## config.mk

```make
export PLATFORM = sky130hd
export DESIGN_NAME = multiplicador_algoritmico_flat
export DESIGN_NICKNAME = d
export VERILOG_FILES = /design/src/rtl/multiplicador_algoritmico_if.sv /design/src/rtl/multiplicador_algoritmico.sv /design/src/flat_wrapper.sv
export SDC_FILE = /design/constraint.sdc
export NUM_CORES = 1
export LEC_CHECK = 0
export ABC_AREA = 1
export CAP_MARGIN = 10
export CORE_ASPECT_RATIO = 1.75
export CORE_MARGIN = 3
export CORE_UTILIZATION = 33
export CTS_BUF_LIST = sky130_fd_sc_hd__clkbuf_2
export DETAILED_ROUTE_END_ITERATION = 10
export DONT_BUFFER_PORTS = 1
export RECOVER_POWER = 50
export REMOVE_ABC_BUFFERS = 1
export SYNTH_ARGS = -nofsm -noshare
export SYNTH_HDL_FRONTEND = slang
export SYNTH_SLANG_ARGS = --single-unit
```

## constraint.sdc

```tcl
create_clock -name CLK -period 3.6 [get_ports CLK]
set_clock_uncertainty 0.15 [all_clocks]
set_input_delay 1.08 -clock CLK [delete_from_list [all_inputs] [get_ports CLK]]
set_output_delay 1.08 -clock CLK [all_outputs]
set_load 0.1 [all_outputs]
```

## src/rtl/multiplicador_algoritmico_if.sv

```systemverilog
// Handshake and operand bundle for multiplicador_algoritmico.
// master: the requester (drives Start and operands).
// slave:  the multiplier (drives Num/Ovf/Busy/Done).
interface multiplicador_algoritmico_if #(
  parameter int tamanyo = 32
);
  logic               Start;
  logic [tamanyo-1:0] Coc;
  logic [tamanyo-1:0] Den;
  logic [tamanyo-1:0] Res;
  logic [tamanyo-1:0] Num;
  logic               Ovf;
  logic               Busy;
  logic               Done;

  modport master (
    output Start, Coc, Den, Res,
    input  Num, Ovf, Busy, Done
  );

  modport slave (
    input  Start, Coc, Den, Res,
    output Num, Ovf, Busy, Done
  );
endinterface

```

## src/rtl/multiplicador_algoritmico.sv

```systemverilog
// multiplicador_algoritmico: sequential shift-add inverse of the algorithmic
// divider. Rebuilds Num = Coc*Den + Res, one multiplier bit per clock.
// Signed operands are reduced to magnitudes, multiplied unsigned, and the sign
// plus remainder are applied in a single FIX cycle.
// Optional feature macro: MULT_ALG_OVF_EN (builds the Ovf range check; when
// undefined Ovf is tied low and only the low tamanyo product bits are kept).
module multiplicador_algoritmico #(
  parameter int tamanyo = 32
) (
  input  logic                       CLK,
  input  logic                       RSTa,
  multiplicador_algoritmico_if.slave bus
);

  localparam int CW = $clog2(tamanyo);
`ifdef MULT_ALG_OVF_EN
  localparam int AW = 2*tamanyo;
  localparam int RW = 2*tamanyo + 1;
`else
  // Without the range check only the low tamanyo bits of the product matter,
  // so the accumulator and the fix-up adder are kept at tamanyo bits.
  localparam int AW = tamanyo;
  localparam int RW = tamanyo;
`endif

  typedef enum logic [1:0] {
    IDLE = 2'd0,
    CALC = 2'd1,
    FIX  = 2'd2
  } estado_t;

  estado_t            estado_q, estado_d;
  logic [tamanyo-1:0] mcando_q;
  logic [tamanyo-1:0] mdor_q;
  logic               signo_q;
  logic [tamanyo-1:0] res_q;
  logic [AW-1:0]      acc_q;
  logic [CW-1:0]      cnt_q;
  logic [tamanyo-1:0] num_q;
  logic               done_q;
  logic               busy;

  logic [tamanyo-1:0] mag_coc;
  logic [tamanyo-1:0] mag_den;
  logic [AW-1:0]      mcando_ext;
  logic [AW-1:0]      sumando;
  logic [RW-1:0]      acc_ext;
  logic [RW-1:0]      acc_sgn;
  logic [RW-1:0]      res_ext;
  logic [RW-1:0]      r_fix;
  logic               ultimo;

  // Operand magnitudes; -2^(tamanyo-1) maps to itself, which is correct unsigned.
  always_comb begin
    mag_coc = bus.Coc[tamanyo-1] ? -bus.Coc : bus.Coc;
    mag_den = bus.Den[tamanyo-1] ? -bus.Den : bus.Den;
  end

  // Partial product for the current bit and the signed fix-up result.
  always_comb begin
    mcando_ext = AW'(mcando_q);
    sumando    = mcando_ext << cnt_q;
    acc_ext    = RW'(acc_q);
    acc_sgn    = signo_q ? -acc_ext : acc_ext;
    res_ext    = RW'(signed'(res_q));
    r_fix      = acc_sgn + res_ext;
    ultimo     = (cnt_q == CW'(tamanyo-1));
  end

  // State register.
  always_ff @(posedge CLK or negedge RSTa) begin
    if (!RSTa) estado_q <= IDLE;
    else       estado_q <= estado_d;
  end

  // Next-state and Busy decode.
  always_comb begin
    estado_d = estado_q;
    busy     = 1'b0;
    unique case (estado_q)
      IDLE: if (bus.Start) estado_d = CALC;
      CALC: begin
        busy = 1'b1;
        if (ultimo) estado_d = FIX;
      end
      FIX: begin
        busy     = 1'b1;
        estado_d = IDLE;
      end
      default: estado_d = IDLE;
    endcase
  end

  // Datapath: operand latch, shift-add iterations, result/flag registers.
  always_ff @(posedge CLK or negedge RSTa) begin
    if (!RSTa) begin
      mcando_q <= '0;
      mdor_q   <= '0;
      signo_q  <= 1'b0;
      res_q    <= '0;
      acc_q    <= '0;
      cnt_q    <= '0;
      num_q    <= '0;
      done_q   <= 1'b0;
    end else begin
      done_q <= 1'b0;
      unique case (estado_q)
        IDLE: if (bus.Start) begin
          mcando_q <= mag_coc;
          mdor_q   <= mag_den;
          signo_q  <= bus.Coc[tamanyo-1] ^ bus.Den[tamanyo-1];
          res_q    <= bus.Res;
          acc_q    <= '0;
          cnt_q    <= '0;
        end
        CALC: begin
          if (mdor_q[0]) acc_q <= acc_q + sumando;
          mdor_q <= mdor_q >> 1;
          cnt_q  <= cnt_q + 1'b1;
        end
        FIX: begin
          num_q  <= r_fix[tamanyo-1:0];
          done_q <= 1'b1;
        end
        default: ;
      endcase
    end
  end

`ifdef MULT_ALG_OVF_EN
  logic ovf_q;

  // Overflow when the bits above the signed result range are not a pure sign extension.
  always_ff @(posedge CLK or negedge RSTa) begin
    if (!RSTa)                ovf_q <= 1'b0;
    else if (estado_q == FIX) ovf_q <= ~((&r_fix[RW-1:tamanyo-1]) | ~(|r_fix[RW-1:tamanyo-1]));
  end

  assign bus.Ovf = ovf_q;
`else
  assign bus.Ovf = 1'b0;
`endif

  assign bus.Num  = num_q;
  assign bus.Busy = busy;
  assign bus.Done = done_q;

endmodule
```

## src/flat_wrapper.sv

```systemverilog
// flat-port wrapper written by rule: the top's interface ports become plain ports
module multiplicador_algoritmico_flat 
#(
  parameter int tamanyo = 32
)
  (CLK, RSTa, bus_Start, bus_Coc, bus_Den, bus_Res, bus_Num, bus_Ovf, bus_Busy, bus_Done);
  multiplicador_algoritmico_if #(.tamanyo(tamanyo)) bus_i ();
  input  logic CLK;
  input  logic RSTa;
  input wire logic [$bits(bus_i.Start)-1:0] bus_Start;
  input wire logic [$bits(bus_i.Coc)-1:0] bus_Coc;
  input wire logic [$bits(bus_i.Den)-1:0] bus_Den;
  input wire logic [$bits(bus_i.Res)-1:0] bus_Res;
  output wire logic [$bits(bus_i.Num)-1:0] bus_Num;
  output wire logic [$bits(bus_i.Ovf)-1:0] bus_Ovf;
  output wire logic [$bits(bus_i.Busy)-1:0] bus_Busy;
  output wire logic [$bits(bus_i.Done)-1:0] bus_Done;
  assign bus_i.Start = bus_Start;
  assign bus_i.Coc = bus_Coc;
  assign bus_i.Den = bus_Den;
  assign bus_i.Res = bus_Res;
  assign bus_Num = bus_i.Num;
  assign bus_Ovf = bus_i.Ovf;
  assign bus_Busy = bus_i.Busy;
  assign bus_Done = bus_i.Done;
  multiplicador_algoritmico #(.tamanyo(tamanyo)) u_core (.CLK(CLK), .RSTa(RSTa), .bus(bus_i));
endmodule
```

==> impl_metrics.env <==
export IMPL_crit_chain="inv_1 -> nand3_2 -> nor2_4 -> nand2_1 -> nand2_1 -> o21ai_2 -> nor2_1 -> buf_4 -> o21ai_0 -> xor2_1 -> ha_1 -> inv_1 -> nor3_2 -> nand2_1 -> nor3_1 -> nand2_1 -> nand2_1 -> nand2_1 -> nand3_1 -> nand2_1"
export IMPL_die_area_sq_mm=0.0465
export IMPL_crit_family="simple AND/OR/NAND/NOR gates"
export IMPL_avgViaCountPerCell=5.18
export IMPL_slew_headroom_pct=1.42
export IMPL_violations="hold timing"
export IMPL_async_flop_share_pct=100
export IMPL_final_layout_size_suffix_gt1_share_pct=12.5
export IMPL_crit_required_ps=4250
export IMPL_timing_final_crit_share_pct=97.5
export IMPL_drc=0
export IMPL_vias=14900
export IMPL_core_rowCount=100
export IMPL_synth_distinct_cells=54
export IMPL_synth_top_area_cell="dfrtp_1"
export IMPL_ys_seq_elements=169
export IMPL_synth_edf_count=0
export IMPL_finalHoldViolations=169
export IMPL_start_util_pct=33.7
export IMPL_rsz0062_at_grt="yes"
export IMPL_antenna_left=0
export IMPL_critPathLaunchType="flop"
export IMPL_grt_pass1_vias=14800
export IMPL_crit_path_frequent_cell="nand2_1"
export IMPL_layout_min_cycle_time_ps=3510
export IMPL_whs_ps=-292
export IMPL_cpMaxStageDelayCell="dfrtp_1"
export IMPL_synthTopCellsByCount="693 x nand2_1, 240 x nor2_1, 196 x inv_1"
export IMPL_syn_avg_cell_area_sq_um=6.42
export IMPL_cp_num_buf_inv=3
export IMPL_setup_violations=0
export IMPL_synth_ff_type="dfrtp_1"
export IMPL_timing_fmax_mhz=285
export IMPL_portBuffers=0
export IMPL_hold_class="in -> async"
export IMPL_drtIter0Drc=810
export IMPL_dp_slack_ps=-71.8
export IMPL_syn_area_sq_mm=0.0145
export IMPL_hpwl_mm=39.5
export IMPL_layout_setup_ws_ps=91.6
export IMPL_fin_nets=2480
export IMPL_synthTopCellsByArea="dfrtp_1 29%, nand2_1 18%, nand3_1 6.6%"
export IMPL_drv_cap=0
export IMPL_cts_made_buffers=17
export IMPL_clockRootBuffer="clkbuf_2"
export IMPL_place_gp_congestion=0.953
export IMPL_cp_max_fo=5
export IMPL_status="finished, violations left"
export IMPL_numPlacedInstances=2831
export IMPL_grt_pass1_wl_mm=77.1
export IMPL_tightestPinTransition_ps=1480
export IMPL_wl_per_cell_um=17.3
export IMPL_slew_violations=0
export IMPL_cts_tree="built"
export IMPL_drt_total_wl_mm=49.7
export IMPL_max_stage_delay_ps=470
export IMPL_die_h_um=283
export IMPL_reg2reg_from="u_core.acc_ext[2]"
export IMPL_yosysSeqAreaShare_pct=29.2
export IMPL_core_area_sq_mm=0.0429
export IMPL_groute_usage_overall_pct=21.0
export IMPL_yosysMostFrequentCell="nand2_1"
export IMPL_cts_sinks=169
export IMPL_drtPass1Iterations=6
export IMPL_overflow=0
export IMPL_critPathKind="reg -> reg"
export IMPL_clk_latency_ps=890
export IMPL_worstSetupEndpointType="flop"
export IMPL_htreeDepth=4
export IMPL_utilization_pct=38.1
export IMPL_reg2reg_depth=20
export IMPL_worstPathArrival_ps=4160
export IMPL_instances_no_fill=2881
export IMPL_synth_top_cell_area_share_pct=29.2
export IMPL_rrSetupSlack_ps=90
export IMPL_ioPinCount=134
export IMPL_synth_warning_count=0
export IMPL_antenna_found_initial=1
export IMPL_grt_max_degree=170
export IMPL_clk_pin_slew_ps=300
export IMPL_die_w_um=164
export IMPL_syn_inst=2251
export IMPL_worstReg2RegEnd="u_core.bus.Num[30]"
export IMPL_area_growth_pct=13.2
export IMPL_clock_path_buffers=2
==> worst max path at each step <==
stage | startpoint | to | cells after the start
global route | u_core.cnt_q[0] | u_core.acc_ext[15] | 17
global placement | u_core.cnt_q[0] | u_core.acc_ext[10] | 19
detailed placement | u_core.cnt_q[0] | u_core.acc_ext[10] | 19
CTS | u_core.acc_ext[0] | u_core.bus.Num[27] | 21
floorplan | bus_Start | u_core.mdor_q[12] | 6
finish | u_core.acc_ext[2] | u_core.bus.Num[30] | 20
==> per-layer routing <==
metal  GRT usage [%]  wire length [um]
met2            40.4             27000
met5               0                 0
met4            11.7              2960
met1            21.1             18100
met3            2.84              1720
==> stage by stage <==
| step | TNS (ps) | cell area, sq um |
|---|---|---|
| after global placement | -96.1 | 15600 |
| after detailed placement | -89.1 | 15600 |
| after CTS | -8.17 | 15800 |
| after global routing | -748 | 16400 |
| final | 0 | 16400 |
| after floorplan | -63730 | 14100 |
==> cells in the final DEF, fill, tap and decap left out, drive strengths merged, types with 9 or more instances in the layout <==
master  Yosys  final
a21oi     122    122
a31oi      10     10
buf        44    115
clkbuf     40     22
dfrtp     169    169
ha         73     73
inv       198    203
nand2     697    697
nand3     194    194
nand3b     12     12
nand4      31     31
nor2      244    244
nor3       26     26
nor4       17     17
o211ai     20     20
o21a        9      9
o21ai     196    196
o221ai      9      9
o22ai      19     19
or2        15     15
xnor2      18     18
xor2       54     54
==> cell type report <==
| cell class | count | area (sq um) |
|---|---|---|
| fillers | 4645 | 26600 |
| multi-input cells | 1799 | 9540 |
| flip-flops and latches | 169 | 4230 |
| repair buffers | 120 | 910 |
| inverters | 199 | 752 |
| well taps | 561 | 702 |
| clock inverters | 15 | 140 |
| clock buffers | 17 | 85.1 |
| diodes | 1 | 2.50 |
==> registers in the layout (all words and copies together) (netlist names) <==
name,flops
u_core.bus.Num,32
u_core.mcando_ext,32
u_core.acc_ext,32
u_core.estado_q,2
u_core.res_ext,32
u_core.mdor_q,32
u_core.bus.Done,1
u_core.signo_q,1
u_core.cnt_q,5
==> worst register-to-register path, stage by stage, from the launching register on <==
cell	delay (ps)
dfrtp_1	470
inv_1	220
nand3_2	160
nor2_4	170
nand2_1	90
nand2_1	120
o21ai_2	90
nor2_1	170
buf_4	150
o21ai_0	140
xor2_1	180
ha_1	350
inv_1	100
nor3_2	230
nand2_1	110
nor3_1	140
nand2_1	120
nand2_1	90
nand2_1	50
nand3_1	60
nand2_1	70
==> repair_timing <==
action                                 CTS  global route
endpoints found under the hold margin  169           169
pin swaps                                0            23
setup buffers                            0            17
gates resized for setup                  8           142
setup endpoints to repair                6            37
==> cell families after synthesis <==
family,synth area share (%)
and+or+nand+nor,36.1
AOI/OAI and AO/OA,15.5
buffers and inverters,7.88
DFF,29.2
adders and majority gates,6.59
xor gates and xnor gates,4.36
muxes,0.277
other,0.0259
Power is left out: the tool's default activity adds up to more than one toggle a clock period on the data nets, which glitch-free logic cannot reach.
